--- src/rtl/cnn_pkg.sv ---
// Shared encodings for the CNN datapath: multiplier precision modes (identical to
// gated_fu) and the accumulator FSM states.
package cnn_pkg;

    typedef enum logic [1:0] {
        MODE_8X8 = 2'b00,
        MODE_4X4 = 2'b01,
        MODE_2X2 = 2'b10,
        MODE_INV = 2'b11
    } mode_e;

    typedef enum logic {
        ST_ACCUM = 1'b0,
        ST_DRAIN = 1'b1
    } state_e;

    localparam int NUM_LANES = 4;

endpackage

--- src/rtl/fu_acc_lane.sv ---
// One accumulator lane: clearable adder register with a sticky carry-out flag.
// Build macro ACC_SATURATE_EN clamps an overflowing lane to all-ones instead of wrapping.
module fu_acc_lane #(
    parameter int LANE_W = 24
) (
    input  logic              clk,
    input  logic              rst,
    input  logic              add_en,
    input  logic              clr,
    input  logic [LANE_W-1:0] addend,
    output logic [LANE_W-1:0] acc,
    output logic              ovf
);

    logic [LANE_W:0] sum;

    assign sum = {1'b0, acc} + {1'b0, addend};

    always_ff @(posedge clk) begin
        if (rst || clr) begin
            acc <= '0;
            ovf <= 1'b0;
        end else if (add_en) begin
            if (sum[LANE_W]) begin
                ovf <= 1'b1;
            end
`ifdef ACC_SATURATE_EN
            // A lane already at all-ones overflows on any non-zero addend, so it stays clamped.
            acc <= sum[LANE_W] ? '1 : sum[LANE_W-1:0];
`else
            acc <= sum[LANE_W-1:0];
`endif
        end
    end

endmodule

--- src/rtl/fu_accumulator.sv ---
// Tile accumulator behind gated_fu: unpacks product words into 4 lanes and hands each
// tile's sums out over valid/ready. Build macro ACC_SATURATE_EN selects clamping lanes.
module fu_accumulator
    import cnn_pkg::*;
#(
    parameter int LANE_W = 24,
    parameter int CNT_W  = 16
) (
    input  logic                          clk,
    input  logic                          rst,
    input  logic                          in_valid,
    output logic                          in_ready,
    input  logic [15:0]                   in_p,
    input  logic [1:0]                    in_mode,
    input  logic                          in_last,
    output logic                          out_valid,
    input  logic                          out_ready,
    output logic [NUM_LANES*LANE_W-1:0]   out_acc,
    output logic [1:0]                    out_mode,
    output logic [CNT_W-1:0]              out_count,
    output logic [NUM_LANES-1:0]          out_ovf
);

    // Handshake: a transfer happens on a rising edge where valid && ready are both high;
    // the sender holds its payload stable while valid is high and ready is low.
    state_e           state;
    logic [1:0]       mode_q;
    logic [CNT_W-1:0] count;
    mode_e            eff_mode;
    logic             accept;
    logic             drain_done;
    logic [LANE_W-1:0] addend [NUM_LANES];

    assign accept     = in_valid && in_ready;
    assign drain_done = out_valid && out_ready;
    // The first beat of a tile steers itself with in_mode; later beats use the latched copy.
    assign eff_mode   = mode_e'((count == '0) ? in_mode : mode_q);
    assign out_mode   = mode_q;
    assign out_count  = count;

    always_comb begin
        for (int i = 0; i < NUM_LANES; i++) begin
            addend[i] = '0;
        end
        case (eff_mode)
            MODE_8X8: addend[0] = LANE_W'(in_p);
            MODE_4X4: begin
                addend[0] = LANE_W'(in_p[7:0]);
                addend[1] = LANE_W'(in_p[15:8]);
            end
            MODE_2X2: begin
                for (int i = 0; i < NUM_LANES; i++) begin
                    addend[i] = LANE_W'(in_p[4*i +: 4]);
                end
            end
            default: ;
        endcase
    end

    for (genvar i = 0; i < NUM_LANES; i++) begin : g_lane
        fu_acc_lane #(.LANE_W(LANE_W)) u_lane (
            .clk    (clk),
            .rst    (rst),
            .add_en (accept),
            .clr    (drain_done),
            .addend (addend[i]),
            .acc    (out_acc[i*LANE_W +: LANE_W]),
            .ovf    (out_ovf[i])
        );
    end

    always_ff @(posedge clk) begin
        if (rst) begin
            state     <= ST_ACCUM;
            in_ready  <= 1'b1;
            out_valid <= 1'b0;
            count     <= '0;
            mode_q    <= 2'b00;
        end else begin
            case (state)
                ST_ACCUM: begin
                    if (accept) begin
                        count <= count + 1'b1;
                        if (count == '0) begin
                            mode_q <= in_mode;
                        end
                        if (in_last) begin
                            state     <= ST_DRAIN;
                            in_ready  <= 1'b0;
                            out_valid <= 1'b1;
                        end
                    end
                end
                ST_DRAIN: begin
                    if (out_ready) begin
                        state     <= ST_ACCUM;
                        in_ready  <= 1'b1;
                        out_valid <= 1'b0;
                        count     <= '0;
                    end
                end
                default: begin
                    state     <= ST_ACCUM;
                    in_ready  <= 1'b1;
                    out_valid <= 1'b0;
                end
            endcase
        end
    end

endmodule

--- config.mk ---
export PLATFORM = sky130hd
export DESIGN_NAME = fu_accumulator
export DESIGN_NICKNAME = d
export VERILOG_FILES = /design/src/rtl/cnn_pkg.sv /design/src/rtl/fu_acc_lane.sv /design/src/rtl/fu_accumulator.sv
export SDC_FILE = /design/constraint.sdc
export NUM_CORES = 1
export LEC_CHECK = 0
export CAP_MARGIN = 20
export CORE_ASPECT_RATIO = 1.75
export CORE_MARGIN = 2
export CORE_UTILIZATION = 55
export DETAILED_ROUTE_END_ITERATION = 10
export PLACE_DENSITY = 0.93
export SLEW_MARGIN = 25
export SYNTH_ARGS = -nofsm -noshare
export SYNTH_HDL_FRONTEND = slang
export SYNTH_SLANG_ARGS = --single-unit
--- constraint.sdc ---
create_clock -name clk -period 9.9 [get_ports clk]
set_clock_uncertainty 0.15 [all_clocks]
set_input_delay 1.98 -clock clk [delete_from_list [all_inputs] [get_ports clk]]
set_output_delay 1.98 -clock clk [all_outputs]
set_load 0.05 [all_outputs]
## Word-level counts from Yosys, hierarchy flattened

Index checks and enable logic that the tools add are counted.

- Register bits: 121
- Bits of input ports: 23
- Output and inout port bits: 120
- Word-level logic and storage cells: 55

- Add/sub/neg operators: 5
- Equal/unequal tests: 5
- Multiplexer cells: 19
- Bitwise gates (word level): 1
- Reduce and logical (&&, ||, !) cells: 12

Operators by type and width:

| operator | count |
|---|---|
| $pmux W16 S3 | 1 |
| $mux W16 | 2 |
| $pmux W16 S2 | 1 |
| $mux W28 | 1 |
| $add A24 B16 Y25 | 1 |
| $add A24 B24 Y25 | 1 |
| $add A24 B4 Y25 | 1 |
| $add A24 B8 Y25 | 1 |
| $add A16 B1 Y16 const B | 1 |
| $logic_not A16 Y1 | 1 |
| $pmux W8 S2 | 1 |
| $reduce_and A2 Y1 | 6 |
| $mux W1 | 9 |
| $ne A2 B2 Y1 const B | 3 |
| $pmux W1 S2 | 3 |
| $reduce_and A3 Y1 | 1 |
| $eq A2 B1 Y1 const B | 1 |
| $eq A2 B2 Y1 const B | 1 |
| $logic_and A1 B1 Y1 | 2 |
| $logic_not A2 Y1 | 1 |
| $mux W2 | 1 |
| $logic_or A1 B1 Y1 | 1 |
| $not A1 Y1 | 1 |

## Longest topological paths before layout

Gate-level depths: netlist of the first run.

- Depth in word-level cells: 6
- Mapped depth: 19
- Depth with buffers taken out: 19

## Modules after synthesis

From an unflattened synthesis of the first run, not the netlist that was laid out.

- Cell total of the unflattened synthesis: 1273
- Area total of the unflattened synthesis: 10138.5 um2

By module, submodules not included:

| module | instances | cells an instance | area each (um2) | sequential area each (um2) |
|---|---|---|---|---|
| fu_acc_lane at g_lane[0].u_lane ... | 3 | 271 | 2169.6 | 500.5 |
| fu_acc_lane at g_lane[3].u_lane | 1 | 285 | 2228.4 | 500.5 |
| fu_accumulator | 1 | 175 | 1401.3 | 420.4 |

## Worst setup path after synthesis of the first run

No wires, ideal clock.

- Path kind: input -> register
- From: input port in_mode[0]
- To: register g_lane[1].u_lane.ovf
- Setup time: 128 ps
- Arrival time: 4687 ps
- Data required time: 9622 ps
- Setup slack: 4935 ps
- Stages: 14
- Buffers on the path: 0
- Cell sequence: mux2i_1 inv_1 ha_1 a22oi_1 nor2_1 ha_1 fa_1 a21o_1 a21oi_1 o21ai_0 a31oi_1 nor3_1 a31oi_1 nor2_1

- Cells in the longest elaborated chain, start to end: 5
- Elaborated cells between the ends (all ways): 6
- Classes of those cells: add/sub (1); eq/ne (2); mux (2); reduce/logical (1)

RTL lines:

| element | line | RTL |
|---|---|---|
| from (decl) | fu_accumulator.sv:14 | `input logic [1:0] in_mode,` |
| $mux W2 * | -- |  |
| via eff_mode[0] | fu_accumulator.sv:29 | `mode_e eff_mode;` |
| $eq A2 B2 Y1 or $eq A2 B1 Y1 (tied branches) | fu_accumulator.sv:45 | `case (eff_mode)` |
| $pmux W8 S2 * | fu_accumulator.sv:45 |  |
| $add A24 B8 Y25 * | fu_acc_lane.sv:17 | `assign sum = {1'b0, acc} + {1'b0, addend};` |
| $reduce_and A2 Y1 (no line) * | -- |  |
| to (signal assigned) | fu_acc_lane.sv:22 | `ovf <= 1'b0;` |
| to (signal assigned) | fu_acc_lane.sv:25 | `ovf <= 1'b1;` |
| to (decl) | fu_acc_lane.sv:12 | `output logic ovf` |

Mark *: on every way through the listed nets, which the timed path passes. The rest lies on a longest branch.
A chain may end at the register's enable or synchronous reset.

## Worst setup path in the final report of the first run

- From: input port in_mode[1]
- To: register g_lane[1].u_lane.ovf

Same word-level chain as after synthesis.

==> results of run 1 <==
cells in the mapped netlist, types with 2 or more instances:
master,instances
and4_1,4
nand4_1,9
nor3b_2,2
dfxtp_1,121
nor3_1,15
a21o_1,14
o21a_1,7
ha_1,38
a211o_1,2
clkbuf_1,15
a31oi_1,7
or2_2,3
fa_1,4
nand3_1,31
and3_1,11
o21ai_0,27
buf_4,4
xnor2_1,40
nor4_1,6
and2_1,30
xor2_1,29
nor2_1,117
a21oi_1,71
buf_1,9
a21oi_2,2
mux2_1,2
or3_1,15
inv_1,24
nand2b_1,6
nor3b_1,8
o21ai_1,2
mux2i_1,3
nor2b_1,8
nand2_1,99
mux2_2,3
a22oi_1,5
a211oi_1,8
o21bai_1,3
where the power goes:
group | internal, mW | switching, mW
Combinational | 0.0849 | 0.151
Sequential | 0.500 | 0.0137
Clock | 0.368 | 0.238
Total | 0.953 | 0.402
worst reg2reg max path, stage by stage, from the launching register on:
cell and delay (ps):
dfxtp_1 370, inv_1 80, ha_1 130, nor4b_1 350, nand4_1 230, mux2i_1 480
inv_1 160, ha_1 340, a22oi_1 210, nor2_1 80, ha_1 210, fa_1 410
a21o_1 170, a21oi_1 260, o21ai_0 130, a31oi_1 680, nor3_1 180, a31oi_1 220
nor2_1 50
per-layer routing:
metal / global-route usage [%] / part of all wire [%]
met5: 0 / 0
met4: 13.9 / 3.6
met3: 5.96 / 5.6
met2: 50.2 / 54
met1: 29.3 / 37
kinds of logic (layout without fill, tap and decap cells):
| logic type | count (synthesis) | in the layout | share of synthesized area (%) |
|---|---|---|---|
| flip-flops | 121 | 121 | 36.3 |
| XOR/XNOR | 69 | 69 | 9.05 |
| adder cells (fa/ha/maj) | 42 | 42 | 8.32 |
| buffers and inverters | 52 | 201 | 3.15 |
| multiplexers | 8 | 8 | 1.29 |
| AND/OR/NAND/NOR | 374 | 374 | 27.0 |
| AO/OA/AOI/OAI | 162 | 162 | 14.9 |
cell usage in the layout (no fill, tap or decap), types with 8 or more instances in the layout:
cell             instances
a211oi_1                 8
a21o_1                  13
a21oi_1                 71
and2_1                  30
and3_1                  11
clkbuf_16               17
clkdlybuf4s50_1        142
dfxtp_1                121
ha_1                    38
inv_1                   24
nand2_1                 99
nand3_1                 31
nand4_1                  9
nor2_1                 117
nor2b_1                  8
nor3_1                  15
nor3b_1                  8
o21ai_0                 27
or3_1                   15
xnor2_1                 40
xor2_1                  29
state kept, by name (all words and copies together), names as in the netlist:
name and flops:
g_lane.u_lane.acc 96, g_lane.u_lane.ovf 4, in_ready 1, out_count 16
out_mode 2, out_valid 1, state 1
worst max path at each step:
stage	depth (start not counted)	from	endpoint	slack, ps
floorplan	14	in_mode[0]	g_lane[1].u_lane.ovf$_SDFFE_PP0P_	4940
global placement	15	in_mode[0]	g_lane[1].u_lane.ovf$_SDFFE_PP0P_	4020
detailed placement	15	in_mode[1]	g_lane[1].u_lane.ovf$_SDFFE_PP0P_	3910
CTS	15	in_mode[1]	g_lane[1].u_lane.ovf$_SDFFE_PP0P_	4200
global route	15	in_mode[1]	g_lane[1].u_lane.acc[18]$_SDFFE_PP0P_	3860
finish	15	in_mode[1]	g_lane[1].u_lane.ovf$_SDFFE_PP0P_	4120
cell type report:
cell class                 instances  area (um2)
fill                             848        3180
inverter                          24        90.1
timing repair buffer             145        1440
sequential                       121        2420
tap                              137         171
clock buffer                      20         467
multi-input combinational        655        4050
clock inverter                    12         116
metrics by stage:
step	instances	util, %	total power, mW	setup WS [ps]
2_1_floorplan	828	-	0.688	4940
3_3_place_gp	1082	68.5	0.750	4020
3_5_place_dp	1082	68.5	0.755	3910
4_1_cts	1114	73.4	1.36	4200
5_1_grt	1114	73.4	1.40	3860
6_report	1114	73.4	1.36	4120
==> flow_summary.json, run 1 <==
{
  "crit_chain": "clkdlybuf4s50_1, mux2i_1, inv_1, ha_1, a22oi_1, nor2_1, ha_1, fa_1, a21o_1, a21oi_1, o21ai_0, a31oi_1, nor3_1, a31oi_1, nor2_1",
  "grt_max_degree": 50,
  "tns_ps": 0,
  "cts.sinks": 121,
  "cts_setup_buffers": 0,
  "max_freq_mhz": 173,
  "synth.area.top_cells": "dfxtp_1 (36%), ha_1 (7.1%), nor2_1 (6.6%), nand2_1 (5.6%), a21oi_1 (5.3%)",
  "viasPerCell": 5.82,
  "critPathSlowestCell": "a31oi_1",
  "cts_tree": "done",
  "crit_path_max_incr_delay_ps": 680,
  "netlist_instances": 828,
  "p_leak_nw": 3.27,
  "ant_nets": 0,
  "synthArstFlopShare_pct": 0,
  "yosysTopAreaCell": "dfxtp_1",
  "setup_violations": 0,
  "hpwl_mm": 12.8,
  "grt_overflow_total": 0,
  "wl_per_cell_um": 16.4,
  "core_um2": 11900,
  "io_pins": 143,
  "die_area_um2": 13100,
  "htreeDepth": 4,
  "die_h_um": 150,
  "final_layout_size_suffix_gt1_share_pct": 5.42,
  "clkLatencyLatePin_ps": 410,
  "ff2ff_setup_slack_ps": 4880,
  "cts-resized-gates": 0,
  "slew_violations": 0,
  "final_nets": 1029,
  "cts_buffer_depth": 2,
  "cp_max_fo": 13,
  "port_buffers": 142,
  "yosysSeqAreaShare_pct": 36.3,
  "cts_made_buffers": 17,
  "max_cap_viol_count": 0,
  "reg2regPathDepth": 18,
  "drt_iter0_drc": 262,
  "ys_types": 62,
  "via_count": 6481,
  "worst-endpoint-required_ps": 10010,
  "postPlaceCellArea_um2": 8170,
  "dieWidth_um": 87.3,
  "timing.rr.start": "out_count[0]$_SDFFE_PP0P_",
  "vdd_drop_max_mv": 0.148,
  "start_util_pct": 55.9,
  "dr.pass1.iters": 5,
  "path_clk_slew_ps": 60,
  "fin_crit_sh_pct": 58.4,
  "end_kind": "register",
  "crit_buf_inv": 2,
  "yosys_most_used_dff": "dfxtp_1",
  "area_growth_pct": 31.1,
  "grt_pass1_vias": 6396,
  "yosysWarnings": 0,
  "hold_path_end": "g_lane[3].u_lane.ovf$_SDFFE_PP0P_",
  "hold_depth": 2,
  "crit_family": "compound AO/OA/AOI/OAI gates",
  "hold_path.class": "register to register",
  "rsz0062_at_grt": "false",
  "drc": 0,
  "gp_congestion": 0.982,
  "relSlewSlack_pct": 39.6,
  "pwr_density_cell_nw_per_um2": 155,
  "rr_endpoint": "g_lane[1].u_lane.ovf$_SDFFE_PP0P_",
  "tightest_slew_ps": 905,
  "gr-usage-all-layers_pct": 27.7,
  "whs_ps": 320,
  "synth_edf_count": 0,
  "antenna_found_initial": 0,
  "min_from": "g_lane[3].u_lane.ovf$_SDFFE_PP0P_",
  "worst_ep_arrival_time_ps": 5900,
  "cp-start-kind": "primary input",
  "finalCriticalPeriod_ps": 5780,
  "placementRows": 53,
  "ys_seq_elements": 121,
  "synth_area_um2": 6680,
  "design_area_um2": 8760,
  "syn-num-nets": 893,
  "cts_hold_buf": 0,
  "wl_mm": 18.2,
  "crit_type": "primary input to register",
  "synth_top_area_share_pct": 36.3,
  "finalHoldViolCount": 0,
  "diodes": 0,
  "cts_root_buffer": "clkbuf_16",
  "grt_pass1_wl_mm": 28.9,
  "syn_avg_cell_area_um2": 8.06,
  "outcome": "finished, final reports clean"
}
Note: power is estimated with default switching activity, not from simulation.
==> run 2, diff against run 1 <==
--- a/config.mk
+++ b/config.mk
@@ -8,9 +8,9 @@
 export CAP_MARGIN = 20
 export CORE_ASPECT_RATIO = 1.75
 export CORE_MARGIN = 2
-export CORE_UTILIZATION = 55
+export CORE_UTILIZATION = 47
 export DETAILED_ROUTE_END_ITERATION = 10
-export PLACE_DENSITY = 0.93
+export PLACE_DENSITY = 0.86
 export SLEW_MARGIN = 25
 export SYNTH_ARGS = -nofsm -noshare
 export SYNTH_HDL_FRONTEND = slang
==> constraint.sdc (replaced) <==
create_clock -name clk -period 4.7 [get_ports clk]
set_clock_uncertainty 0.15 [all_clocks]
set_input_delay 0.94 -clock clk [delete_from_list [all_inputs] [get_ports clk]]
set_output_delay 0.94 -clock clk [all_outputs]
set_load 0.05 [all_outputs]
==> run 2 against run 1 <==
  * Utilization fell by 9.5 points
  * Clock power rose by 100%
  * Via count fell by 0.99%
  * Hold slack got worse by 2.7 ps
  * First-iteration DRC count fell by 11%
  * Largest cell class unchanged
  * Largest power group unchanged
  * Non-clock buffer count rose by 8
  * Global-route usage fell by 4.2 points
  * Critical path depth rose by 4
  * Wire length fell by 2.1%
  * Sequential power rose by 110%
  * Power rose by 110%
==> flow_summary.json, run 2 (same netlist as run 1, synthesis figures left out) <==
{
  "drc": 0,
  "wl_per_cell_um": 15.4,
  "critPathSlowestCell": "fa_1",
  "crit_buf_inv": 2,
  "rr_endpoint": "g_lane[0].u_lane.acc[12]$_SDFFE_PP0P_",
  "outcome": "finished, final reports clean",
  "final_common_cell": "clkdlybuf4s50_1",
  "ff2ff_setup_slack_ps": 340,
  "layout_common_cells": "clkdlybuf4s50_1 (142), dfxtp_1 (121), nor2_1 (117)",
  "postPlaceCellArea_um2": 8290,
  "final_layout_size_suffix_gt1_share_pct": 6.40,
  "die_h_um": 162,
  "hold_depth": 2,
  "cts.sinks": 121,
  "dieWidth_um": 94.1,
  "die_area_um2": 15200,
  "grt_overflow_total": 0,
  "hpwl_mm": 12.9,
  "tightest_slew_ps": 970,
  "rsz0062_at_grt": "false",
  "core_um2": 13900,
  "slew_violations": 0,
  "cts_made_buffers": 17,
  "vdd_drop_max_mv": 0.263,
  "grt_pass1_wl_mm": 28.7,
  "cts_setup_buffers": 0,
  "worst-endpoint-required_ps": 4800,
  "crit_chain": "inv_1, ha_1, nor4b_2, nand4_1, mux2i_2, inv_1, ha_1, nor3_1, nor2_1, and2_1, ha_1, fa_1, a21oi_1, o221ai_1, a21oi_1, o21bai_1, xor2_1, nand2_1, a21oi_1",
  "pwr_density_cell_nw_per_um2": 319,
  "cts-resized-gates": 0,
  "max_freq_mhz": 229,
  "drt_iter0_drc": 234,
  "final_nets": 1037,
  "setup_violations": 0,
  "crit_type": "register to register",
  "worst_ep_arrival_time_ps": 4460,
  "wl_mm": 17.8,
  "finalHoldViolCount": 0,
  "timing.rr.start": "out_count[0]$_SDFFE_PP0P_",
  "fin_crit_sh_pct": 92.8,
  "fillers": 1171,
  "hold_path.class": "register to register",
  "hold_path_end": "g_lane[3].u_lane.ovf$_SDFFE_PP0P_",
  "cts_hold_buf": 0,
  "gp_congestion": 0.950,
  "gr-usage-all-layers_pct": 23.4,
  "grt_max_degree": 96,
  "htreeDepth": 4,
  "crit_path_max_incr_delay_ps": 410,
  "path_clk_slew_ps": 60,
  "tns_ps": 0,
  "via_count": 6417,
  "io_pins": 143,
  "relSlewSlack_pct": 35.3,
  "p_leak_nw": 3.32,
  "max_cap_viol_count": 0,
  "largest_reg_flops": 96,
  "grt_pass1_vias": 6152,
  "placementRows": 57,
  "cts_tree": "done",
  "end_kind": "register",
  "reg2regPathDepth": 19,
  "top_register": "g_lane.u_lane.acc",
  "port_buffers": 142,
  "design_area_um2": 8880,
  "viasPerCell": 5.53,
  "cts_buffer_depth": 2,
  "area_growth_pct": 33.0,
  "min_from": "g_lane[3].u_lane.ovf$_SDFFE_PP0P_",
  "dr.pass1.iters": 7,
  "cp_max_fo": 7,
  "clkLatencyLatePin_ps": 410,
  "cts_root_buffer": "clkbuf_16",
  "start_util_pct": 48.0,
  "antenna_found_initial": 0,
  "finalCriticalPeriod_ps": 4360,
  "diodes": 0,
  "crit_family": "adder cells",
  "cp-start-kind": "register",
  "ant_nets": 0
}
run 2: cell count changes in the layout (fill, tap and decap cells not counted), sizes merged:
cell	before	now
buf	3	11
clkbuf	20	18
clkinv	3	7
clkinvlp	5	2
run 2: per-stage QoR:
stage / power [mW] / util, % / cells / hold WS, ps / worst slack [ps]
global placement: 1.59 / 59.6 / 1130 / 300 / 140
finish: 2.83 / 63.8 / 1161 / 317 / 336
global route: 2.94 / 63.8 / 1161 / 357 / 51.2
detailed placement: 1.60 / 59.6 / 1130 / 308 / 78.8
floorplan: 1.45 / - / 828 / 288 / 353
CTS: 2.84 / 63.6 / 1161 / 324 / 157
run 2: area by class of cell:
class	instances	area [um2]	area share, %
flip-flops and latches	121	2420	27.3
inverters	24	90.1	1.01
well taps	177	221	2.49
clock inverters	13	121	1.37
repair buffers	153	1500	16.9
clock buffers	18	439	4.95
multi-input cells	655	4080	45.9
run 2: worst min-delay path: cells and delay by family (launching register included):
kind / cells / cell delay [ps]
flip-flops: 1 / 320
AND/OR/NAND/NOR: 2 / 120
run 2: worst max-delay path by stage:
stage	start	to	depth (start not counted)
floorplan	out_count[0]$_SDFFE_PP0P_	g_lane[1].u_lane.ovf$_SDFFE_PP0P_	18
global placement	in_mode[0]	g_lane[0].u_lane.acc[18]$_SDFFE_PP0P_	15
detailed placement	in_mode[0]	g_lane[0].u_lane.acc[22]$_SDFFE_PP0P_	15
CTS	out_count[0]$_SDFFE_PP0P_	g_lane[0].u_lane.acc[18]$_SDFFE_PP0P_	18
global route	out_count[0]$_SDFFE_PP0P_	g_lane[0].u_lane.acc[15]$_SDFFE_PP0P_	17
finish	out_count[0]$_SDFFE_PP0P_	g_lane[0].u_lane.acc[12]$_SDFFE_PP0P_	19
run 2: metal layers:
layer / track usage (%) / vias up / share of wire, %
met1: 25.1 / 3025 / 39
met5: 0 / - / 0
li1: - / 3155 / -
met4: 11.3 / 0 / 4.0
met3: 4.92 / 54 / 5.1
met2: 42.8 / 183 / 52
run 2: power by group:
part | leakage (nW) | switching [mW] | internal (mW) | total, mW
registers | 0.978 | 0.0299 | 1.05 | 1.08
logic | 2.07 | 0.321 | 0.188 | 0.508
clock network | 0.273 | 0.497 | 0.743 | 1.24
==> run 3, diff against run 2 <==
--- a/config.mk
+++ b/config.mk
@@ -11,6 +11,7 @@
 export CORE_UTILIZATION = 47
 export DETAILED_ROUTE_END_ITERATION = 10
 export PLACE_DENSITY = 0.86
+export RECOVER_POWER = 100
 export SLEW_MARGIN = 25
 export SYNTH_ARGS = -nofsm -noshare
 export SYNTH_HDL_FRONTEND = slang
==> run 3 against run 2 <==
  * The flow now finishes with violations (capacitance limit, slew limit)
  * Power down 0.42%
  * Non-clock buffer count stayed put
  * Clock power is essentially flat
  * Clock-buffer cell count is the same
  * Setup slack worse by 23 ps
  * Critical path type unchanged
  * Critical endpoint unchanged
  * Largest cell class unchanged
==> flow_summary.json, run 3 (same netlist as run 1, synthesis figures left out) <==
{
  "gp_congestion": 0.950,
  "top_register": "g_lane.u_lane.acc",
  "dieWidth_um": 94.1,
  "hpwl_mm": 12.9,
  "p_int_mw": 1.97,
  "ant_nets": 0,
  "crit_type": "register to register",
  "finalCriticalPeriod_ps": 4390,
  "htreeDepth": 4,
  "place_inst": 1130,
  "final_nets": 1037,
  "critPathSlowestCell": "fa_1",
  "cp_max_fo": 7,
  "grt_pass1_wl_mm": 28.7,
  "pwr-share-clk_pct": 44.0,
  "drc": 0,
  "fin_crit_sh_pct": 93.3,
  "crit_family": "simple AND/OR/NAND/NOR gates",
  "ff_latch_area_um2": 2420,
  "port_buffers": 142,
  "tns_ps": 0,
  "rsz0062_at_grt": "false",
  "start_util_pct": 48.0,
  "worst-endpoint-required_ps": 4760,
  "clkLatencyLatePin_ps": 410,
  "worst_ep_arrival_time_ps": 4450,
  "outcome": "complete, but fails checks",
  "wl_mm": 17.8,
  "pwr_density_cell_nw_per_um2": 318,
  "fin_cells": 1161,
  "wl_per_cell_um": 15.3,
  "relSlewSlack_pct": -18.5,
  "p_comb_share_pct": 17.6,
  "vdd_drop_max_mv": 0.262,
  "io_pins": 143,
  "switching_share_pct": 30.0,
  "dr.pass1.iters": 7,
  "cts_buffer_depth": 2,
  "crit_buf_inv": 2,
  "tightest_slew_ps": 1780,
  "cts_setup_buffers": 0,
  "layout_common_cells": "dlygate4sd3_1 (122), dfxtp_1 (121), nor2_1 (117)",
  "placementRows": 57,
  "grt_pass1_vias": 6152,
  "drt_iter0_drc": 250,
  "finalHoldViolCount": 0,
  "crit_path_max_incr_delay_ps": 410,
  "die_h_um": 162,
  "cts_hold_buf": 0,
  "viasPerCell": 5.50,
  "cts_root_buffer": "clkbuf_16",
  "hold_path.class": "register to register",
  "setup_violations": 0,
  "max_cap_viol_count": 1,
  "area_growth_pct": 32.6,
  "cp-start-kind": "register",
  "fillers": 1180,
  "largest_reg_flops": 96,
  "max_freq_mhz": 228,
  "final_common_cell": "dlygate4sd3_1",
  "power.switching_mw": 0.847,
  "gr-usage-all-layers_pct": 23.4,
  "cts_made_buffers": 17,
  "crit_chain": "inv_1, ha_1, nor4b_2, nand4_1, mux2i_2, inv_1, ha_1, nor3_1, nor2_1, and2_0, ha_1, fa_1, a21oi_1, o221ai_1, a21oi_1, o21bai_1, xor2_1, nand2_1, a21oi_1",
  "cts.sinks": 121,
  "slew_violations": 96,
  "p_leak_nw": 3.72,
  "grt_max_degree": 96,
  "path_clk_slew_ps": 60,
  "core_um2": 13900,
  "pwr-share-seq_pct": 38.4,
  "die_area_um2": 15200,
  "violations": "capacitance limit, slew limit",
  "multi_input_area_um2": 4070,
  "end_kind": "register",
  "via_count": 6385,
  "diodes": 0,
  "grt_overflow_total": 0,
  "antenna_found_initial": 0,
  "final_layout_size_suffix_gt1_share_pct": 5.89,
  "cts_tree": "done"
}
==> run 3: changes by cell type in the layout (fill, tap and decap cells not counted), sizes merged <==
cell | previous run | this run
clkbuf | 18 | 22
dlygate4sd3 | 0 | 122
clkdlybuf4s50 | 142 | 20
buf | 11 | 7
==> run 3: worst register-to-register path: cells and delay by family (launching register included) <==
kind                       cells  cell delay, ps
AOI/OAI and AO/OA              5             980
xor gates and xnor gates       1             140
adders and majority gates      4            1040
buffers and inverters          2             180
DFF                            1             360
muxes                          1             280
and+or+nand+nor                6            1050
==> run 3: final timing paths <==
| path | start | endpoint | slack, ps | cells after the start |
|---|---|---|---|---|
| hold / removal | g_lane[3].u_lane.ovf$_SDFFE_PP0P_ | g_lane[3].u_lane.ovf$_SDFFE_PP0P_ | 310 | 2 |
| hold reg to reg | g_lane[3].u_lane.ovf$_SDFFE_PP0P_ | g_lane[3].u_lane.ovf$_SDFFE_PP0P_ | 310 | 2 |
| setup / recovery | out_count[0]$_SDFFE_PP0P_ | g_lane[0].u_lane.acc[12]$_SDFFE_PP0P_ | 310 | 19 |
| setup reg to reg | out_count[0]$_SDFFE_PP0P_ | g_lane[0].u_lane.acc[12]$_SDFFE_PP0P_ | 310 | 19 |
==> run 3: what timing repair did <==
| action | 4_1_cts | 5_1_grt |
|---|---|---|
| gates resized for setup | 0 | 4 |
| setup endpoints to repair | 0 | 16 |
| endpoints found under the hold margin | 0 | 0 |
==> run 3: area by class of cell <==
| class | instances | area share [%] |
|---|---|---|
| Timing Repair Buffer | 153 | 16.9 |
| Clock inverter | 13 | 1.37 |
| Sequential cell | 121 | 27.4 |
| Tap cell | 177 | 2.50 |
| Clock buffer | 18 | 4.96 |
| Inverter | 24 | 1.02 |
| Multi-Input combinational cell | 655 | 45.9 |
==> run 3: routing by layer <==
layer  up-vias  global-route usage (%)  wire [um]  share of wire [%]
li1       3153                       -          -                  -
met1      3002                    25.1       6920                 39
met2       174                    42.8       9340                 53
met3        56                    4.92        787                4.4
met4         0                    11.3        729                4.1
met5         -                       0          0                  0
==> run 3: through the flow <==
stage	hold WS, ps	power (mW)	setup slack (ps)	utilization, %	instance area [um2]
after global routing	354	2.93	21.2	63.7	8850
after floorplan	288	1.45	353	-	6680
final	312	2.82	313	63.7	8850
after global placement	300	1.59	140	59.6	8290
after CTS	324	2.84	157	63.6	8850
after detailed placement	308	1.60	78.8	59.6	8290
==> run 3: power by group through the flow <==
stage / Clock, mW / Sequential (mW) / Combinational [mW]
after floorplan: 0 / 1.19 / 0.260
after global routing: 1.30 / 1.09 / 0.540
after global placement: 0 / 1.10 / 0.490
final: 1.24 / 1.08 / 0.497
after detailed placement: 0 / 1.11 / 0.499
after CTS: 1.26 / 1.08 / 0.504
